[src/rtl/counter_capture.sv]
// Timestamp capture: samples count on each rising edge of trigger into a small
// FIFO and drains it over a valid/ready handshake, with a sticky overflow flag.
module counter_capture #(
    parameter int Size  = 5,
    parameter int Depth = 4
) (
    input  logic                     clock,
    input  logic                     reset,
    input  logic [Size-1:0]          count,
    input  logic                     trigger,
    output logic                     out_valid,
    input  logic                     out_ready,
    output logic [Size-1:0]          out_data,
    output logic [$clog2(Depth):0]   level,
    output logic                     overflow,
    input  logic                     clear_overflow
);

    localparam int AW = $clog2(Depth);
    localparam logic [AW:0] FULL = AW'(0) + (AW+1)'(Depth);

    logic [Size-1:0] mem_q [Depth];
    logic [AW-1:0]   wr_ptr_q, wr_ptr_d;
    logic [AW-1:0]   rd_ptr_q, rd_ptr_d;
    logic [AW:0]     level_q, level_d;
    logic [Size-1:0] data_q, data_d;
    logic            overflow_q, overflow_d;
    logic            trig_q;
    logic            cap, pop, push, drop;

    always_comb begin
        cap  = trigger & ~trig_q;
        pop  = (level_q != '0) & out_ready;
        push = cap & ((level_q != FULL) | pop);
        drop = cap & ~push;

        wr_ptr_d   = push ? wr_ptr_q + 1'b1 : wr_ptr_q;
        rd_ptr_d   = pop  ? rd_ptr_q + 1'b1 : rd_ptr_q;
        level_d    = level_q + {{AW{1'b0}}, push} - {{AW{1'b0}}, pop};
        overflow_d = drop ? 1'b1 : (clear_overflow ? 1'b0 : overflow_q);

        // Registered head: the new head may be the entry being written this cycle.
        data_d = data_q;
        if (level_d != '0) begin
            if (push && (wr_ptr_q == rd_ptr_d))
                data_d = count;
            else
                data_d = mem_q[rd_ptr_d];
        end
    end

    always_ff @(posedge clock) begin
        if (push)
            mem_q[wr_ptr_q] <= count;
    end

    always_ff @(posedge clock or negedge reset) begin
        if (!reset) begin
            wr_ptr_q   <= '0;
            rd_ptr_q   <= '0;
            level_q    <= '0;
            data_q     <= '0;
            overflow_q <= 1'b0;
            trig_q     <= 1'b1;
        end else begin
            wr_ptr_q   <= wr_ptr_d;
            rd_ptr_q   <= rd_ptr_d;
            level_q    <= level_d;
            data_q     <= data_d;
            overflow_q <= overflow_d;
            trig_q     <= trigger;
        end
    end

    assign out_valid = (level_q != '0);
    assign out_data  = data_q;
    assign level     = level_q;
    assign overflow  = overflow_q;

endmodule
[config.mk]
export PLATFORM = sky130hd
export DESIGN_NAME = counter_capture
export DESIGN_NICKNAME = d
export VERILOG_FILES = /design/src/rtl/counter_capture.sv
export SDC_FILE = /design/constraint.sdc
export NUM_CORES = 1
export LEC_CHECK = 0
export ABC_AREA = 1
export CAP_MARGIN = 20
export CORE_MARGIN = 2
export CORE_UTILIZATION = 45
export DETAILED_ROUTE_END_ITERATION = 16
export PLACE_DENSITY = 0.65
export REMOVE_ABC_BUFFERS = 1
export SYNTH_ARGS = -nofsm -noshare
export SYNTH_HDL_FRONTEND = slang
export SYNTH_SLANG_ARGS = --single-unit
[constraint.sdc]
create_clock -name clock -period 7.02 [get_ports clock]
set_input_delay 1.404 -clock clock [delete_from_list [all_inputs] [get_ports clock]]
set_output_delay 1.404 -clock clock [all_outputs]
set_load 0.02 [all_outputs]
==> flow_summary.json, run 1 <==
{
  "drtIter0Drc": 60,
  "dr.pass1.iters": 4,
  "core_sq_um": 3630,
  "nNetsFinal": 206,
  "synth-seq-area-share_pct": 56.4,
  "fin_skew_ns": 0.00677,
  "status": "finished, final reports clean",
  "clk_pin_slew_ns": 0.06,
  "worst_setup_path_end_kind": "flop",
  "area_delta_synth_final_pct": 18.1,
  "start_util_pct": 46.5,
  "fp-row-count": 22,
  "dieArea_sq_um": 4260,
  "async_flop_share_pct": 41.2,
  "synth_ff_type": "edfxtp_1",
  "relSlewSlack_pct": 58.5,
  "min_period_over_period_pct": 62.1,
  "cts_tree": "done",
  "synthCells": 166,
  "fp.dieW_um": 65.2,
  "cts_hold_buffers": 0,
  "drcViolationCount": 0,
  "num_vias": 1181,
  "yosys_warnings": 0,
  "netlist.area_leader.share_pct": 35.6,
  "place_inst": 230,
  "start_kind": "input port",
  "ys_ff_latch": 34,
  "p_comb_share_pct": 50.8,
  "finalSetupViolations": 0,
  "antenna_left": 0,
  "numClockSinks": 34,
  "grt_max_degree": 15,
  "netlist_top_cells_area": "edfxtp_1, dfrtp_1, nand3_1",
  "cts-htree-levels": 2,
  "power_frac_seq_pct": 34.1,
  "io-pin-count": 20,
  "portBuffers": 19,
  "crit_type": "input port to flop",
  "grt_pass1_vias": 1193,
  "cts_root_buf": "clkbuf_8",
  "viasPerCell": 4.96,
  "wl_per_cell_um": 14.2,
  "netSwitchingFraction_pct": 43.6,
  "postCtsResizedCells": 0,
  "rsz0062_at_grt": "false",
  "drive_gt1_share_pct": 11.6,
  "synth.distinct_cells": 24,
  "routed_wl_um": 3380,
  "cts_buffers": 5,
  "hold_path.class": "flop to flop",
  "insertion_delay_ns": 0.28,
  "avgSynthCellArea_sq_um": 10.2,
  "hold_viol": 0,
  "n_fill_cell": 334,
  "finalSetupTns_ns": 0,
  "synth-edff-count": 20,
  "synth.cell_area_sq_um": 1690,
  "place.gp.congestion": 0.870,
  "grt_overflow": 0,
  "die_h_um": 65.2,
  "max_freq_mhz": 229,
  "required_ns": 7.19,
  "yosysMostFrequentCell": "nand2_1",
  "worst_pin_slew_ns": 0.621,
  "cts.path.max_buffers": 2,
  "p_leak_nw": 0.890,
  "power_density_nw_per_um2": 442,
  "antenna_cells": 0,
  "post-route-min-period_ns": 4.36,
  "instances_no_fill": 238,
  "cts_setup_buffers": 0,
  "grt_first_pass_wirelength_um": 5610,
  "power.internal_mw": 0.497,
  "maxSlewViolCount": 0,
  "path_max_fanout": 10,
  "yosysTopAreaCell": "edfxtp_1",
  "arrival_ns": 4.53,
  "drv_cap": 0,
  "peakVddDrop_v": 0.000186,
  "antenna_found_initial": 0,
  "p_clk_share_pct": 15.1,
  "place_hpwl_um": 2530,
  "grt_use_total_pct": 18.1,
  "power.switching_mw": 0.384,
  "synth_commonest_cells": "nand2_1, nand3_1, inv_1"
}
[sequential cells by signal, summed over array words and instances, names as in the netlist]
name and cells:
level 3, out_data 5, wr_ptr_q 2, rd_ptr_q 2
trig_q 1, overflow 1, mem_q 20
[area by class of cell]
cell class,count,area [sq um],share of cell area [%]
sequential,34,952,47.8
clock buffer,6,72.6,3.64
tap,48,60.1,3.01
clock inverter,2,8.76,0.439
multi-input combinational,103,612,30.7
timing repair buffer,19,190,9.54
inverter,26,97.6,4.90
[through the flow]
step / util, % / power, mW / hold slack [ns] / worst slack, ns / instance area (sq um)
2_1_floorplan: - / 0.611 / 0.512 / 3.28 / 1660
3_3_place_gp: 52.6 / 0.740 / 0.468 / 2.52 / 1910
3_5_place_dp: 52.6 / 0.757 / 0.469 / 2.41 / 1910
4_1_cts: 54.9 / 0.893 / 0.483 / 2.70 / 1990
5_1_grt: 54.9 / 0.960 / 0.510 / 2.46 / 1990
6_report: 54.9 / 0.882 / 0.481 / 2.66 / 1990
[metal layers]
metal	part of all wire [%]	vias up	global-route usage, %
li1	-	592	-
met4	2.3	0	8.85
met1	43	557	21.4
met3	4.8	9	5.31
met2	50	23	30.1
met5	0	-	0
[final timing paths]
path / cells past startpoint / start / slack [ns] / to
min in group asynchronous: 1 / reset / 1.51 / rd_ptr_q[1]
worst max-delay path: 14 / out_ready / 2.66 / out_data[1]
max in group asynchronous: 1 / reset / 5.11 / wr_ptr_q[1]
worst min-delay path: 2 / out_data[0] / 0.48 / out_data[0]
worst max register to register: 13 / level[1] / 3.97 / out_data[1]
worst min register to register: 2 / out_data[0] / 0.48 / out_data[0]
[critical path, cell delays in order]
cell             delay, ns
clkdlybuf4s50_1       0.54
inv_1                 0.09
a31oi_2               0.54
inv_1                 0.21
ha_1                  0.33
inv_1                 0.04
ha_1                  0.18
fa_1                  0.39
xnor2_1               0.15
or2_2                 0.30
nand3_2               0.12
inv_1                 0.10
nand2_1               0.07
nand2_1               0.06
[logic make-up (layout without fill, tap and decap cells)]
| family | after synthesis | after routing | synth area share, % |
|---|---|---|---|
| AO/OA/AOI/OAI | 3 | 3 | 1.41 |
| XOR/XNOR | 2 | 2 | 1.04 |
| adder cells (fa/ha/maj) | 7 | 7 | 5.63 |
| buffers and inverters | 29 | 53 | 7.34 |
| flip-flops | 34 | 34 | 56.4 |
| AND/OR/NAND/NOR | 91 | 91 | 28.2 |
[power groups by stage]
stage	Sequential [mW]	Combinational, mW	Clock [mW]
floorplan	0.329	0.281	0
global placement	0.303	0.437	0
detailed placement	0.305	0.452	0
CTS	0.301	0.454	0.138
global route	0.307	0.505	0.148
finish	0.300	0.448	0.133
[cell usage in the layout (no fill, tap or decap), types with 3 or more instances in the layout]
cell type	count
nand2_1	37
nand3_1	31
inv_1	25
edfxtp_1	20
clkdlybuf4s50_1	19
dfrtp_1	13
nand2_4	6
ha_1	6
nor2_1	5
nand4_1	5
clkbuf_8	5
nand2_2	3
Power figures use the tool's default switching activity.
==> run 2, diff against run 1 <==
--- a/config.mk
+++ b/config.mk
@@ -10,7 +10,7 @@
 export CORE_MARGIN = 2
 export CORE_UTILIZATION = 45
 export DETAILED_ROUTE_END_ITERATION = 16
-export PLACE_DENSITY = 0.65
+export PLACE_DENSITY = 0.68
 export REMOVE_ABC_BUFFERS = 1
 export SYNTH_ARGS = -nofsm -noshare
 export SYNTH_HDL_FRONTEND = slang
==> constraint.sdc (replaced) <==
create_clock -name clock -period 3.8 [get_ports clock]
set_input_delay 0.76 -clock clock [delete_from_list [all_inputs] [get_ports clock]]
set_output_delay 0.76 -clock clock [all_outputs]
set_load 0.02 [all_outputs]
==> run 2 against run 1 <==
Utilization grew 0.96 points. Clock skew up 0.0021 ns. Register-to-register slack worse by 2.8 ns. Global-route usage grew 1.0 points. Clock power up 150%. First-iteration DRC count shrank 23%. Wire length grew 2.3%. Die area stayed put. Sequential power is 87% higher. Clock-buffer cell count shrank 1. Cell count grew 0.42%. Sequential share of layout area down 0.83 points.
==> flow_summary.json, run 2 (synthesis gave the netlist of run 1 again) <==
{
  "dr.pass1.iters": 4,
  "start_util_pct": 46.5,
  "finalSetupViolations": 0,
  "wl_per_cell_um": 14.5,
  "grt_first_pass_wirelength_um": 6000,
  "max_freq_mhz": 312,
  "required_ns": 3.98,
  "fp-row-count": 22,
  "p_leak_nw": 0.910,
  "dieArea_sq_um": 4260,
  "place_inst": 231,
  "rsz0062_at_grt": "false",
  "area_delta_synth_final_pct": 20.2,
  "fin_hold_ws_ns": 0.496,
  "arrival_ns": 3.39,
  "numClockSinks": 34,
  "clk_pin_slew_ns": 0.06,
  "status": "finished, final reports clean",
  "cts.path.max_buffers": 2,
  "peakVddDrop_v": 0.000503,
  "grt_overflow": 0,
  "top_register": "mem_q",
  "start_kind": "input port",
  "num_vias": 1199,
  "portBuffers": 19,
  "core_sq_um": 3630,
  "power_mw": 1.73,
  "post-route-min-period_ns": 3.21,
  "layout_commonest_cell": "nand2_1",
  "die_h_um": 65.2,
  "antenna_left": 0,
  "fin_skew_ns": 0.00888,
  "fp.dieW_um": 65.2,
  "n_fill_cell": 339,
  "hold_viol": 0,
  "viasPerCell": 5.02,
  "drv_cap": 0,
  "final_cell_mix": "nand2_1, nand3_1, inv_1, edfxtp_1, clkdlybuf4s50_1",
  "cts_hold_buffers": 0,
  "instances_no_fill": 239,
  "io-pin-count": 20,
  "min_period_over_period_pct": 84.5,
  "place.gp.congestion": 0.794,
  "drive_gt1_share_pct": 13.1,
  "nNetsFinal": 207,
  "place_hpwl_um": 2560,
  "power_density_nw_per_um2": 851,
  "grt_pass1_vias": 1265,
  "hold_path.class": "flop to flop",
  "crit_type": "input port to flop",
  "relSlewSlack_pct": 55.6,
  "drtIter0Drc": 46,
  "grt_max_degree": 15,
  "worst_setup_path_end_kind": "flop",
  "largest_register_ffs": 20,
  "cts_setup_buffers": 0,
  "antenna_cells": 0,
  "cts-htree-levels": 2,
  "grt_use_total_pct": 19.1,
  "antenna_found_initial": 0,
  "maxSlewViolCount": 0,
  "worst_pin_slew_ns": 0.663,
  "cts_root_buf": "clkbuf_8",
  "seqCellArea_sq_um": 952,
  "postCtsResizedCells": 0,
  "cts_tree": "done",
  "multiInputGateArea_sq_um": 612,
  "finalSetupTns_ns": 0,
  "drcViolationCount": 0,
  "cts_buffers": 5,
  "routed_wl_um": 3460,
  "path_max_fanout": 6,
  "insertion_delay_ns": 0.30
}
-- run 2: cell types whose count changed in the layout (fill, tap and decap cells not counted) --
cell and change:
bufinv_16 +1, clkbuf_1 -1, clkinv_2 +1, buf_4 +1, clkinv_1 -1
-- run 2: worst paths after layout --
path                                    end  cells past startpoint         from  slack (ns)
worst max-delay path            out_data[4]                     14    out_ready        0.59
worst min-delay path            out_data[1]                      2  out_data[1]        0.50
worst max register to register  out_data[4]                     14     level[1]        1.16
worst min register to register  out_data[1]                      2  out_data[1]        0.50
max in group asynchronous       out_data[1]                      1        reset        2.50
min in group asynchronous       out_data[2]                      1        reset        0.87
-- run 2: area by class of cell --
class                           count  area share, %
Sequential cell                    34           46.9
Multi-Input combinational cell    103           30.2
Timing Repair Buffer               20           9.75
Inverter                           26           4.81
Clock buffer                        5           3.39
Tap cell                           48           2.96
Clock inverter                      3           1.97
-- run 2: worst max-delay path: stages --
cell and delay, ns:
clkdlybuf4s50_1 0.54, inv_1 0.08, a31oi_2 0.20, inv_1 0.12, ha_1 0.29, inv_1 0.04
ha_1 0.18, fa_1 0.38, xnor2_1 0.14, or2_2 0.30, nand3_2 0.13, inv_1 0.11
nand2_1 0.07, nand2_1 0.06
-- run 2: stage by stage --
step,area (sq um),util (%),worst slack [ns]
after floorplan,1660,-,0.705
after global placement,1920,52.8,0.380
after detailed placement,1920,52.8,0.285
after CTS,2030,55.8,0.593
after global routing,2030,55.8,0.403
final,2030,55.8,0.590
-- run 2: routing by layer --
metal,routed length (um),GRT usage (%)
met3,159,5.14
met4,75,8.59
met1,1490,22.8
met2,1730,32.3
met5,0,0
-- run 2: power by group --
part / total [mW] / internal (mW) / leakage [nW] / switching [mW]
Combinational: 0.836 / 0.305 / 0.506 / 0.532
Clock: 0.327 / 0.193 / 0.0579 / 0.135
Sequential: 0.562 / 0.491 / 0.346 / 0.0710
Total: 1.73 / 0.988 / 0.910 / 0.737
==> RTL edit, RTL diff (flow settings as in run 2) <==
Reset style: synchronous (`reset`), changed in one clocked block.
--- a/src/rtl/counter_capture.sv
+++ b/src/rtl/counter_capture.sv
@@ -56,3 +56,3 @@
 
-    always_ff @(posedge clock or negedge reset) begin
+    always_ff @(posedge clock) begin
         if (!reset) begin
Function: differs if reset is asserted again (counterexample within 4 cycles, from zero or initial values and one cycle with reset low); with reset held inactive, the same outputs for 10 cycles.
==> RTL edit against run 2 <==
Synthesized cell count increased by 16%; synthesized area increased by 2.6%; routed wire length decreased by 6.3%; power decreased by 11%; hold slack got worse by 26 ps; sequential cell count unchanged; clock skew decreased by 2.4 ps; final area increased by 1.5%; sequential share of layout area decreased by 4.1 points; global-route usage decreased by 2.1 points; setup slack improved by 100 ps; combinational power decreased by 13%; critical path type unchanged; critical endpoint is now out_data[0]; highest routed layer unchanged.
==> RTL edit: results <==
[status]
outcome = finished, final reports clean

[sta]
max_slew_margin = 0.673
final_min_period_over_clock_period = 0.817
finClkSkew_ps = 6.49

[power_and_ir_drop]
clkPwrFrac = 0.210
worst_ir_drop_vdd_uv = 489
p_leak_nw = 0.948
power.internal_mw = 0.907
finalPower_mw = 1.53

[grt]
via_count_of_the_first_global_routing_pass = 1131
grt_first_pass_wirelength_um = 5400
grt_usage = 0.170

[place]
post_dp_cell_area_um2 = 1950
dp_cells = 257
post-dp-hpwl_um = 2290
post-place-ws_ps = 386

[layout]
final.fill_count = 348
drive_above_1_share = 0.0922
finalNetCount = 233
count_of_placed_standard_cells_in_the_final_layout_fillers_left_out = 265

[critical_path]
critical_path_arrival_ps = 3290
setup.worst_path.end = out_data[0]
reg2reg_start = level[1]
timing.critical_path.fanout_max = 10
r2r_setup_slack_ps = 1290

[logic_synthesis]
yosys-top-cells-area = sky130_fd_sc_hd__edfxtp_1, sky130_fd_sc_hd__dfxtp_1, sky130_fd_sc_hd__inv_1
synth.yosys.seq_area_share = 0.509
synth.cells.most_frequent = sky130_fd_sc_hd__inv_1, sky130_fd_sc_hd__nand2_1, sky130_fd_sc_hd__nand3_1
postSynthCellCount = 193
synthArstFlopShare = 0
yosys.cell_types.count = 23

[routing]
detailroute.via_count = 1225
drt_iter0_drc = 48
drt_wl_total_um = 3240
[RTL edit: cell types whose count changed after synthesis, sizes merged, moves of 4 or more]
cell    change
nand3       -6
inv        +15
dfrtp      -13
nor2       +14
a21oi       +4
nand3b      +5
nand2       -5
dfxtp      +14
[RTL edit: per-layer routing]
metal	track usage	up-vias	wire length [um]
li1	-	659	-
met1	0.234	532	1600
met2	0.254	29	1420
met3	0.0460	5	165
met4	0.0689	0	62
met5	0	-	0
[RTL edit: layout make-up]
| class | count | area share |
|---|---|---|
| well taps | 48 | 0.0292 |
| multi-input cells | 114 | 0.322 |
| clock inverters | 2 | 0.0164 |
| inverters | 42 | 0.0766 |
| clock buffers | 6 | 0.0353 |
| flip-flops and latches | 34 | 0.428 |
| repair buffers | 19 | 0.0924 |
[RTL edit: how the worst min path moves through the flow]
stage                     startpoint       end  slack (ps)  cells past startpoint
final                       overflow  overflow         470                      2
after global routing        overflow  overflow         500                      2
after floorplan               trig_q  overflow         500                      3
after detailed placement    overflow  overflow         470                      2
after CTS                   overflow  overflow         480                      2
after global placement      overflow  overflow         460                      2
[RTL edit: cell families after synthesis]
| family | count (synthesis) | share of synthesized area |
|---|---|---|
| simple gates | 99 | 0.294 |
| buf+inv | 45 | 0.108 |
| flops | 34 | 0.509 |
| fa+ha+maj | 7 | 0.0549 |
| compound gates | 6 | 0.0238 |
| xor+xnor | 2 | 0.0101 |
[RTL edit: stage by stage]
stage	hold WS [ps]	utilization
5_1_grt	505	0.558
4_1_cts	478	0.558
3_5_place_dp	469	0.529
3_3_place_gp	463	0.529
6_report	470	0.558
2_1_floorplan	496	-
